### config.mk
export PLATFORM = sky130hd
export DESIGN_NAME = ifu_prefetch
export DESIGN_NICKNAME = d
export VERILOG_FILES = /design/src/rtl/ifu_prefetch.sv
export SDC_FILE = /design/constraint.sdc
export NUM_CORES = 1
export LEC_CHECK = 0
export BUFFER_PORTS_ARGS = -buffer_cell sky130_fd_sc_hd__buf_4
export CAP_MARGIN = 40
export CORE_MARGIN = 10
export CORE_UTILIZATION = 60
export CTS_CLUSTER_SIZE = 8
export DETAILED_ROUTE_END_ITERATION = 16
export PLACE_DENSITY = 0.89
export SYNTH_ARGS = -nofsm -noshare
export SYNTH_HDL_FRONTEND = slang
export SYNTH_SLANG_ARGS = --single-unit
### constraint.sdc
create_clock -name clk -period 9 [get_ports clk]
set_input_delay 0.45 -clock clk [delete_from_list [all_inputs] [get_ports clk]]
set_output_delay 0.45 -clock clk [all_outputs]
set_load 0.03 [all_outputs]
### src/rtl/ifu_prefetch.sv
// ---------------------------------------------------------------------------
// ifu_prefetch
//
// This module is the instruction fetch unit with a prefetch queue. It holds a
// fetch PC and sends one request per cycle to a synchronous instruction memory
// that has a 1-cycle read latency. Each returned instruction is tagged with its
// PC and placed in a DEPTH-entry queue. Decode drains the queue over a
// valid/ready handshake. A redirect flushes all queued and in-flight work and
// restarts fetch at the new PC.
//
// Ports:
//   clk            in   rising-edge clock
//   rst            in   asynchronous active-high reset
//   imem_req_o     out  fetch request this cycle
//   imem_addr_o    out  fetch address (valid when imem_req_o=1)
//   imem_rdata_i   in   instruction, valid the cycle after the request
//   redirect_i     in   redirect strobe
//   redirect_pc_i  in   new fetch PC
//   inst_valid_o   out  queue head valid
//   inst_ready_i   in   decode accepts head
//   inst_o         out  head instruction (0 when empty)
//   inst_pc_o      out  head instruction's PC (0 when empty)
//
// Optional build macro IFU_PREFETCH_PERF_EN adds these 32-bit counters:
//   perf_fetch_o   pushes into the queue
//   perf_stall_o   cycles with inst_valid_o=1 and inst_ready_i=0
//   perf_flush_o   redirects
// ---------------------------------------------------------------------------
module ifu_prefetch #(
  parameter int              XLEN     = 32,
  parameter int              PC_STEP  = 1,
  parameter int              DEPTH    = 4,
  parameter logic [XLEN-1:0] RESET_PC = '0
) (
  input  logic            clk,
  input  logic            rst,
  output logic            imem_req_o,
  output logic [XLEN-1:0] imem_addr_o,
  input  logic [XLEN-1:0] imem_rdata_i,
  input  logic            redirect_i,
  input  logic [XLEN-1:0] redirect_pc_i,
  output logic            inst_valid_o,
  input  logic            inst_ready_i,
  output logic [XLEN-1:0] inst_o,
`ifdef IFU_PREFETCH_PERF_EN
  output logic [XLEN-1:0] inst_pc_o,
  output logic [31:0]     perf_fetch_o,
  output logic [31:0]     perf_stall_o,
  output logic [31:0]     perf_flush_o
`else
  output logic [XLEN-1:0] inst_pc_o
`endif
);

  localparam int PTR_W = (DEPTH > 1) ? $clog2(DEPTH) : 1;
  localparam int CNT_W = PTR_W + 1;

  // Fetch state
  logic [XLEN-1:0]  r_fetch_pc;
  logic [XLEN-1:0]  r_pend_pc;   // PC of the request whose data returns this cycle
  logic             r_inflight;  // a response is due this cycle

  // Queue state
  logic [XLEN-1:0]  r_q_inst [DEPTH];
  logic [XLEN-1:0]  r_q_pc   [DEPTH];
  logic [PTR_W-1:0] r_wr_ptr;
  logic [PTR_W-1:0] r_rd_ptr;
  logic [CNT_W-1:0] r_count;

  logic             w_empty;
  logic             w_pop;
  logic             w_push;
  logic             w_issue;
  logic [CNT_W:0]   w_credit;

  // NOTE: every signal driven in always_comb gets a default first. That way
  // no path leaves a signal unassigned, and no latch is inferred.
  always_comb begin
    w_empty      = (r_count == '0);
    inst_valid_o = !w_empty && !redirect_i;
    w_pop        = inst_valid_o && inst_ready_i;
    // A redirect drops the response that arrives in the same cycle. Clearing
    // r_inflight on the redirect edge squashes anything after that.
    w_push       = r_inflight && !redirect_i;
    // Issue credit counts the queued entries plus the response on its way,
    // minus the entry leaving this cycle. If this is below DEPTH, the queue
    // always has room when the new request's data returns.
    w_credit     = {1'b0, r_count} + (CNT_W+1)'(r_inflight) - (CNT_W+1)'(w_pop);
    w_issue      = !rst && !redirect_i && (w_credit < (CNT_W+1)'(DEPTH));
    imem_req_o   = w_issue;
    imem_addr_o  = r_fetch_pc;
    inst_o       = '0;
    inst_pc_o    = '0;
    if (!w_empty) begin
      inst_o    = r_q_inst[r_rd_ptr];
      inst_pc_o = r_q_pc[r_rd_ptr];
    end
  end

  // NOTE: sequential state uses non-blocking assignments only. Then every
  // register samples values from before the edge, whatever order the code
  // is written in.
  always_ff @(posedge clk or posedge rst) begin
    if (rst) begin
      r_fetch_pc <= RESET_PC;
      r_pend_pc  <= '0;
      r_inflight <= 1'b0;
      r_wr_ptr   <= '0;
      r_rd_ptr   <= '0;
      r_count    <= '0;
    end else if (redirect_i) begin
      r_fetch_pc <= redirect_pc_i;
      r_inflight <= 1'b0;
      r_wr_ptr   <= '0;
      r_rd_ptr   <= '0;
      r_count    <= '0;
    end else begin
      r_inflight <= w_issue;
      if (w_issue) begin
        r_pend_pc  <= r_fetch_pc;
        r_fetch_pc <= r_fetch_pc + XLEN'(PC_STEP);
      end
      if (w_push) r_wr_ptr <= r_wr_ptr + 1'b1;
      if (w_pop)  r_rd_ptr <= r_rd_ptr + 1'b1;
      case ({w_push, w_pop})
        2'b10:   r_count <= r_count + 1'b1;
        2'b01:   r_count <= r_count - 1'b1;
        default: r_count <= r_count;
      endcase
    end
  end

  // NOTE: the queue storage has no reset. The entries are only seen through
  // r_count, which is reset, and the head outputs are forced to 0 when the
  // queue is empty. This keeps reset logic out of the RAM.
  always_ff @(posedge clk) begin
    if (w_push) begin
      r_q_inst[r_wr_ptr] <= imem_rdata_i;
      r_q_pc[r_wr_ptr]   <= r_pend_pc;
    end
  end

  // The credit rule makes overflow unreachable. This assertion catches any
  // break in that reasoning.
  a_no_overflow: assert property (@(posedge clk) disable iff (rst)
    !(w_push && !w_pop && (r_count == CNT_W'(DEPTH))));

`ifdef IFU_PREFETCH_PERF_EN
  logic [31:0] r_perf_fetch;
  logic [31:0] r_perf_stall;
  logic [31:0] r_perf_flush;

  always_ff @(posedge clk or posedge rst) begin
    if (rst) begin
      r_perf_fetch <= '0;
      r_perf_stall <= '0;
      r_perf_flush <= '0;
    end else begin
      if (w_push)                        r_perf_fetch <= r_perf_fetch + 32'd1;
      if (inst_valid_o && !inst_ready_i) r_perf_stall <= r_perf_stall + 32'd1;
      if (redirect_i)                    r_perf_flush <= r_perf_flush + 32'd1;
    end
  end

  assign perf_fetch_o = r_perf_fetch;
  assign perf_stall_o = r_perf_stall;
  assign perf_flush_o = r_perf_flush;
`endif

endmodule
==> impl_metrics.py, run 1 <==
metrics = {
    "cts": {
        "h-tree-depth": 2,
        "clk_pin_slew_ns": 0.05,
        "cts_resized": 0,
        "clockBufferDepth": 3,
        "root_buffer": "clkbuf_16",
        "cts_tree": "done",
        "clkLatencyLatePin_ns": 0.53,
        "cts_inserted_buffers": 46,
        "cts_sinks": 328,
    },
    "final_layout": {
        "nets": 1091,
        "final_cell_mix": "256 x edfxtp_1, 170 x buf_4, 94 x nand2_1, 70 x dfrtp_1, 65 x nor2b_1",
        "antenna_cells": 0,
        "nFillCells": 1336,
        "final_layout_size_suffix_gt1_frac": 0.294,
        "postLayoutCoreUtil": 0.748,
        "synthToLayoutAreaGrowth_pct": 21.6,
        "final_common_cell": "edfxtp_1",
    },
    "global_routing": {
        "antenna_found_initial": 0,
        "grt_usage": 0.207,
        "overflow": 0,
        "grt_start_max_net_pins": 70,
        "grt_pass1_vias": 8424,
        "grt_first_pass_wirelength_mm": 46.8,
    },
    "routing": {
        "num_vias": 8049,
        "dr.pass1.iters": 6,
        "drtAntennaViolNets": 0,
        "avgRoutedWirePerCell_um": 23.0,
        "wl_mm": 30.1,
        "drcViolationCount": 0,
        "via_per_inst": 6.13,
        "drt_iter0_drc": 644,
    },
    "critical_path": {
        "worstPathArrival_ns": 3.94,
        "slowest_delay_ns": 0.80,
        "path_buf_inv": 3,
        "r2r-start": "r_count[1]$_DFFE_PP0P_",
        "critical_path_class": "flip-flop to primary output",
        "endpoint_kind": "primary output",
        "r2r_cells": 10,
        "crit_top_cell": "buf_4",
        "slowest_stage": "a2111oi_0",
        "crit_family": "compound AO/OA/AOI/OAI gates",
        "rrSetupSlack_ns": 4.82,
        "crit_fanout": 69,
        "cp.required_ns": 8.55,
        "worstPathCellList": "o31ai_1, nor2_1, ha_1, nand3b_1, a2111oi_0, o22ai_4, buf_4, inv_1, buf_4",
        "r2r-end": "imem_addr_o[8]$_DFFE_PP0P_",
        "critPathLaunchType": "flip-flop",
    },
    "sta": {
        "period_share": 0.487,
        "hold_violations": 0,
        "finalSetupViolCount": 0,
        "relSlewSlack": 0.417,
        "min_period_ns": 4.39,
        "max_freq_mhz": 228,
        "clock_skew_ns": 0.0179,
        "worst_pin_slew_ns": 0.852,
        "fin_setup_tns_ns": 0,
        "rsz0062_at_grt": "false",
        "maxSlewViolCount": 0,
    },
    "power_and_ir_drop": {
        "p_sw_frac": 0.319,
        "powerDensity_nw_per_um2": 307,
        "pwr-share-seq": 0.417,
        "comb_power_share": 0.277,
        "leakage_nw": 6.06,
        "p_clk_frac": 0.306,
        "power_w": 0.00506,
        "ir_worst_vdd_uv": 180,
        "intPower_w": 0.00345,
        "p_sw_w": 0.00161,
    },
    "yosys": {
        "synth_ff_type": "edfxtp_1",
        "synth_warnings": 0,
        "synth_seq_cells": 328,
        "syn_inst": 834,
        "synthesis.area_um2": 13600,
        "synth_edf_count": 256,
        "synth_area_per_cell_um2": 16.2,
        "yosysSeqAreaShare": 0.700,
        "synth_fp_nets": 912,
        "ys_types": 51,
        "async_reset_ff_frac": 0.220,
    },
    "floorplan": {
        "core-area_um2": 22000,
        "die_h_um": 170,
        "rows": 54,
        "dieArea_um2": 29000,
        "die_width_um": 170,
        "start_util": 0.615,
        "ios": 166,
    },
    "hold_path": {
        "hp-class": "input pin to flip-flop",
        "hold_depth": 1,
        "hold_end": "r_q_inst[0][8]$_DFFE_PP_",
        "min_from": "imem_rdata_i[8]",
    },
    "outcome": {
        "outcome": "complete, no violations",
    },
    "run": {
        "drv_cap": 0,
    },
    "place": {
        "place_congestion": 0.870,
        "dp_hpwl_mm": 18.4,
        "placement.io_buffers": 165,
    },
}
worst register-to-register path, stage by stage, from the launching register on:
cell and delay (ns):
dfrtp_1 0.45, o31ai_1 0.61, nor2_1 0.15, ha_1 0.32, nand3b_1 0.17, a2111oi_0 0.80
o22ai_4 0.16, inv_2 0.08, buf_4 0.59, mux2_1 0.41, a221o_1 0.31
kinds of logic (layout without fill, tap and decap cells):
| family | after synthesis | in the layout | synth area share |
|---|---|---|---|
| AND/OR/NAND/NOR | 273 | 273 | 0.105 |
| XOR/XNOR | 5 | 5 | 0.00323 |
| adder cells (fa/ha/maj) | 10 | 10 | 0.00979 |
| buffers and inverters | 67 | 266 | 0.0196 |
| flip-flops | 328 | 328 | 0.700 |
| AO/OA/AOI/OAI | 56 | 56 | 0.0314 |
| multiplexers | 95 | 95 | 0.130 |
power groups by stage:
stage | logic (W) | registers [W] | clock network, W
2_1_floorplan | 0.000936 | 0.00209 | 0
3_3_place_gp | 0.00137 | 0.00212 | 0
3_5_place_dp | 0.00141 | 0.00213 | 0
4_1_cts | 0.00142 | 0.00211 | 0.00157
5_1_grt | 0.00151 | 0.00214 | 0.00163
6_report | 0.00140 | 0.00211 | 0.00155
stage by stage:
step / cells / setup slack [ns] / hold WS (ns) / area [µm²]
6_report: 1313 / 4.61 / 0.137 / 16500
5_1_grt: 1313 / 4.37 / 0.117 / 16500
4_1_cts: 1313 / 4.63 / 0.111 / 16500
3_5_place_dp: 1244 / 4.87 / 0.464 / 15200
3_3_place_gp: 1239 / 5.06 / 0.457 / 15000
2_1_floorplan: 834 / 5.68 / 0.476 / 13600
cells in the mapped netlist, types with 13 or more instances:
library cell / count / area share
nor3_1: 15 / 0.0055
and2_1: 13 / 0.0060
nor2_1: 18 / 0.0050
dfrtp_1: 72 / 0.13
mux2i_1: 21 / 0.016
mux4_2: 64 / 0.11
inv_1: 19 / 0.0053
a221o_1: 16 / 0.012
edfxtp_1: 256 / 0.57
nor4_1: 14 / 0.0065
nand2_1: 94 / 0.026
nand3_1: 17 / 0.0063
clkbuf_1: 30 / 0.0083
nor2b_1: 65 / 0.030
o21ai_1: 14 / 0.0052
worst max path at each step:
stage	startpoint	to	slack, ns	cells past startpoint
global placement	r_count[1]$_DFFE_PP0P_	imem_addr_o[3]$_DFFE_PP0P_	5.06	10
CTS	r_count[1]$_DFFE_PP0P_	imem_req_o	4.63	11
global route	r_count[1]$_DFFE_PP0P_	imem_req_o	4.37	11
detailed placement	r_count[1]$_DFFE_PP0P_	imem_addr_o[8]$_DFFE_PP0P_	4.87	12
floorplan	r_count[1]$_DFFE_PP0P_	imem_req_o	5.68	9
finish	r_count[1]$_DFFE_PP0P_	imem_req_o	4.61	9
per-layer routing:
layer / global-route usage / vias to the layer above / routed length [µm]
li1: - / 3563 / -
met1: 0.269 / 4064 / 12100
met2: 0.335 / 375 / 14700
met3: 0.0627 / 47 / 2730
met4: 0.0538 / 0 / 563
met5: 0 / - / 0
flip-flops by register name, indices dropped and copies added (netlist names):
register / flops
r_q_inst: 128
r_q_pc: 128
imem_addr_o: 32
r_pend_pc: 32
r_count: 3
r_rd_ptr: 2
r_wr_ptr: 2
r_inflight: 1
final cells by class:
class                   instances  area, µm²  share of cell area
flip-flops and latches        328       9500               0.576
multi-input cells             439       3830               0.232
repair buffers                176       1420              0.0864
clock buffers                  68       1300              0.0787
well taps                     280        350              0.0213
inverters                      22       82.6             0.00501
repair_timing:
action | CTS | global route
endpoints found under the setup margin | 0 | 0
hold buffers | 1 | 0
setup buffers | 0 | 0
endpoints found under the hold margin | 16 | 0
(Power assumes the default switching activity.)
==> run 2: changes to the inputs <==
- ABC_AREA: unset -> 1
- CORE_UTILIZATION: 60 -> 53
- PLACE_DENSITY: 0.89 -> 0.83
- clock period: 9 -> 3.6 ns (I/O delays scaled with it)
==> run 2 against run 1 <==
Compared with the run above:
- global-route usage rose by 0.22 points
- synthesized area is 4.5% higher
- first-iteration DRC count grew 36%
- clock-buffer cell count shrank 10
- sequential cell count unchanged
- via count grew 32%
- wire length up 18%
- combinational power grew 99%
- setup slack worse by 4.1 ns
- clock power rose by 140%
- power up 130%
- hold slack worse by 0.11 ns
- critical endpoint is now inst_o[10]
- largest cell class unchanged
- highest routed layer unchanged
==> impl_metrics.py, run 2 <==
metrics = {
    "final_layout": {
        "nets": 1673,
        "antenna_cells": 0,
        "final_cells": 1942,
        "reg_top3": "r_q_inst: 128 flops, r_q_pc: 128 flops",
        "final_cell_mix": "305 x nor2_1, 256 x edfxtp_1, 249 x nand2_1, 179 x buf_4, 161 x o21ai_0",
        "postLayoutCoreUtil": 0.671,
        "regArea_um2": 9490,
        "synthToLayoutAreaGrowth_pct": 24.3,
        "final_common_cell": "nor2_1",
        "post-route-cell-area_um2": 17600,
        "final_layout_size_suffix_gt1_frac": 0.171,
        "nFillCells": 1854,
        "multiInputGateArea_um2": 4130,
    },
    "cts": {
        "cts_inserted_buffers": 46,
        "clk_pin_slew_ns": 0.05,
        "cts_tree": "done",
        "post_cts_buffers": 0,
        "h-tree-depth": 2,
        "cts_hold_buffers": 65,
        "clkLatencyLatePin_ns": 0.54,
        "clockBufferDepth": 3,
        "cts_resized": 0,
        "cts_sinks": 328,
        "root_buffer": "clkbuf_16",
    },
    "hold_path": {
        "hp-class": "input pin to flip-flop",
        "min_from": "redirect_pc_i[13]",
        "hold_depth": 5,
        "hold_end": "imem_addr_o[13]$_DFFE_PP0P_",
    },
    "critical_path": {
        "critical_path_class": "flip-flop to primary output",
        "r2r-start": "r_count[2]$_DFFE_PP0P_",
        "worstPathArrival_ns": 2.89,
        "rrSetupSlack_ns": 0.73,
        "cp.required_ns": 3.42,
        "endpoint_kind": "primary output",
        "r2r_cells": 15,
        "r2r-end": "imem_addr_o[13]$_DFFE_PP0P_",
        "critPathLaunchType": "flip-flop",
        "crit_fanout": 61,
    },
    "global_routing": {
        "antenna_found_initial": 0,
        "grt_first_pass_wirelength_mm": 56.8,
        "grt_usage": 0.209,
        "grt_start_max_net_pins": 68,
        "grt_pass1_vias": 10900,
        "overflow": 0,
    },
    "yosys": {
        "netlist_top_cells_count": "309 x nor2_1, 256 x edfxtp_1, 249 x nand2_1, 161 x o21ai_0, 72 x dfrtp_1",
        "synth_area_per_cell_um2": 10.4,
        "synthesis.area_um2": 14200,
        "synth_top_area_share": 0.543,
        "synth_warnings": 0,
        "synth_seq_cells": 328,
        "synth.area.top_cells": "edfxtp_1 54%, dfrtp_1 13%, nor2_1 8.2%",
        "syn_inst": 1366,
        "synth_ff_type": "edfxtp_1",
        "synth_fp_nets": 1444,
        "synth_edf_count": 256,
        "yosysSeqAreaShare": 0.670,
        "async_reset_ff_frac": 0.220,
        "synth.most_common_cell": "nor2_1",
        "synth_area_leader_cell": "edfxtp_1",
        "ys_types": 29,
    },
    "run": {
        "drv_cap": 0,
    },
    "sta": {
        "period_share": 0.854,
        "maxSlewViolCount": 0,
        "hold_violations": 0,
        "worst_hold_slack_ns": 0.0309,
        "clock_skew_ns": 0.0149,
        "min_period_ns": 3.07,
        "worst_slack_ns": 0.525,
        "finalSetupViolCount": 0,
        "max_freq_mhz": 325,
        "worst_pin_slew_ns": 0.879,
        "rsz0062_at_grt": "false",
        "relSlewSlack": 0.414,
    },
    "floorplan": {
        "start_util": 0.540,
        "die_h_um": 183,
        "rows": 59,
        "die_width_um": 183,
        "core-area_um2": 26200,
        "ios": 166,
        "dieArea_um2": 33600,
    },
    "place": {
        "dp_hpwl_mm": 21.1,
        "placement.io_buffers": 165,
        "dp_slack_ns": 0.761,
        "place_congestion": 0.890,
        "placed_area_um2": 15700,
        "placed_cells": 1817,
    },
    "routing": {
        "dr.pass1.iters": 5,
        "wl_mm": 35.6,
        "drt_iter0_drc": 878,
        "drtAntennaViolNets": 0,
        "drcViolationCount": 0,
        "num_vias": 10600,
        "avgRoutedWirePerCell_um": 18.3,
        "via_per_inst": 5.46,
    },
    "outcome": {
        "outcome": "complete, no violations",
    },
    "power_and_ir_drop": {
        "ir_worst_vdd_uv": 338,
        "powerDensity_nw_per_um2": 669,
        "leakage_nw": 7.02,
    },
}
[run 2: cell count changes in the layout (fill, tap and decap cells not counted), sizes merged, moves of 21 or more]
cell	before	now
nor2	18	319
nand2	94	254
o21ai	15	168
nor2b	65	0
dlygate4sd3	1	65
mux4	64	0
a21oi	3	64
nand3	17	67
inv	21	67
mux2i	21	0
[run 2: layout make-up]
class                           count  share of cell area
Multi-Input combinational cell    905               0.235
Inverter                           66              0.0141
Sequential cell                   328               0.540
Clock buffer                       58              0.0680
Tap cell                          335              0.0238
Timing Repair Buffer              248               0.118
Clock inverter                      2             0.00206
[run 2: kinds of logic after synthesis]
logic type | after synthesis | share of synthesized area
AND/OR/NAND/NOR | 645 | 0.188
flip-flops | 328 | 0.670
AO/OA/AOI/OAI | 240 | 0.0863
buffers and inverters | 133 | 0.0401
XOR/XNOR | 10 | 0.00619
adder cells (fa/ha/maj) | 10 | 0.00937
[run 2: report_power, final]
group	leakage [nW]	internal, W	switching [W]
registers	3.22	0.00470	0.000529
clock network	0.598	0.00229	0.00145
logic	3.21	0.000915	0.00187
total	7.02	0.00791	0.00385
[run 2: routing by layer]
layer | share of wire | routed length [µm] | up-vias | GRT usage
met4 | 0.016 | 574 | 0 | 0.0607
met1 | 0.42 | 14800 | 5060 | 0.265
met3 | 0.087 | 3080 | 53 | 0.0547
met5 | 0 | 0 | - | 0
met2 | 0.48 | 17100 | 433 | 0.346
li1 | - | - | 5056 | -
[run 2: worst max-delay path by stage]
stage | start | end | slack (ns) | cells past startpoint
6_report | r_rd_ptr[0]$_DFFE_PP0P_ | inst_o[10] | 0.53 | 6
5_1_grt | r_rd_ptr[0]$_DFFE_PP0P_ | inst_pc_o[24] | 0.36 | 6
4_1_cts | r_rd_ptr[0]$_DFFE_PP0P_ | inst_o[10] | 0.53 | 6
3_5_place_dp | r_count[2]$_DFFE_PP0P_ | imem_addr_o[5]$_DFFE_PP0P_ | 0.76 | 15
3_3_place_gp | r_count[2]$_DFFE_PP0P_ | imem_addr_o[4]$_DFFE_PP0P_ | 0.86 | 15
2_1_floorplan | r_wr_ptr[0]$_DFFE_PP0P_ | r_q_inst[2][0]$_DFFE_PP_ | -0.20 | 4
[run 2: critical path, stage by stage, from the launching register on]
cell     delay (ns)
dfrtp_4        0.88
buf_4          0.60
nor2_1         0.12
nor2_1         0.16
o21ai_0        0.14
a21oi_1        0.21
buf_4          0.20
[run 2: metrics by stage]
step	TNS [ns]	total power (W)
floorplan	-45.11	0.00687
global placement	0	0.00788
detailed placement	0	0.00799
CTS	0	0.0118
global route	0	0.0123
finish	0	0.0118
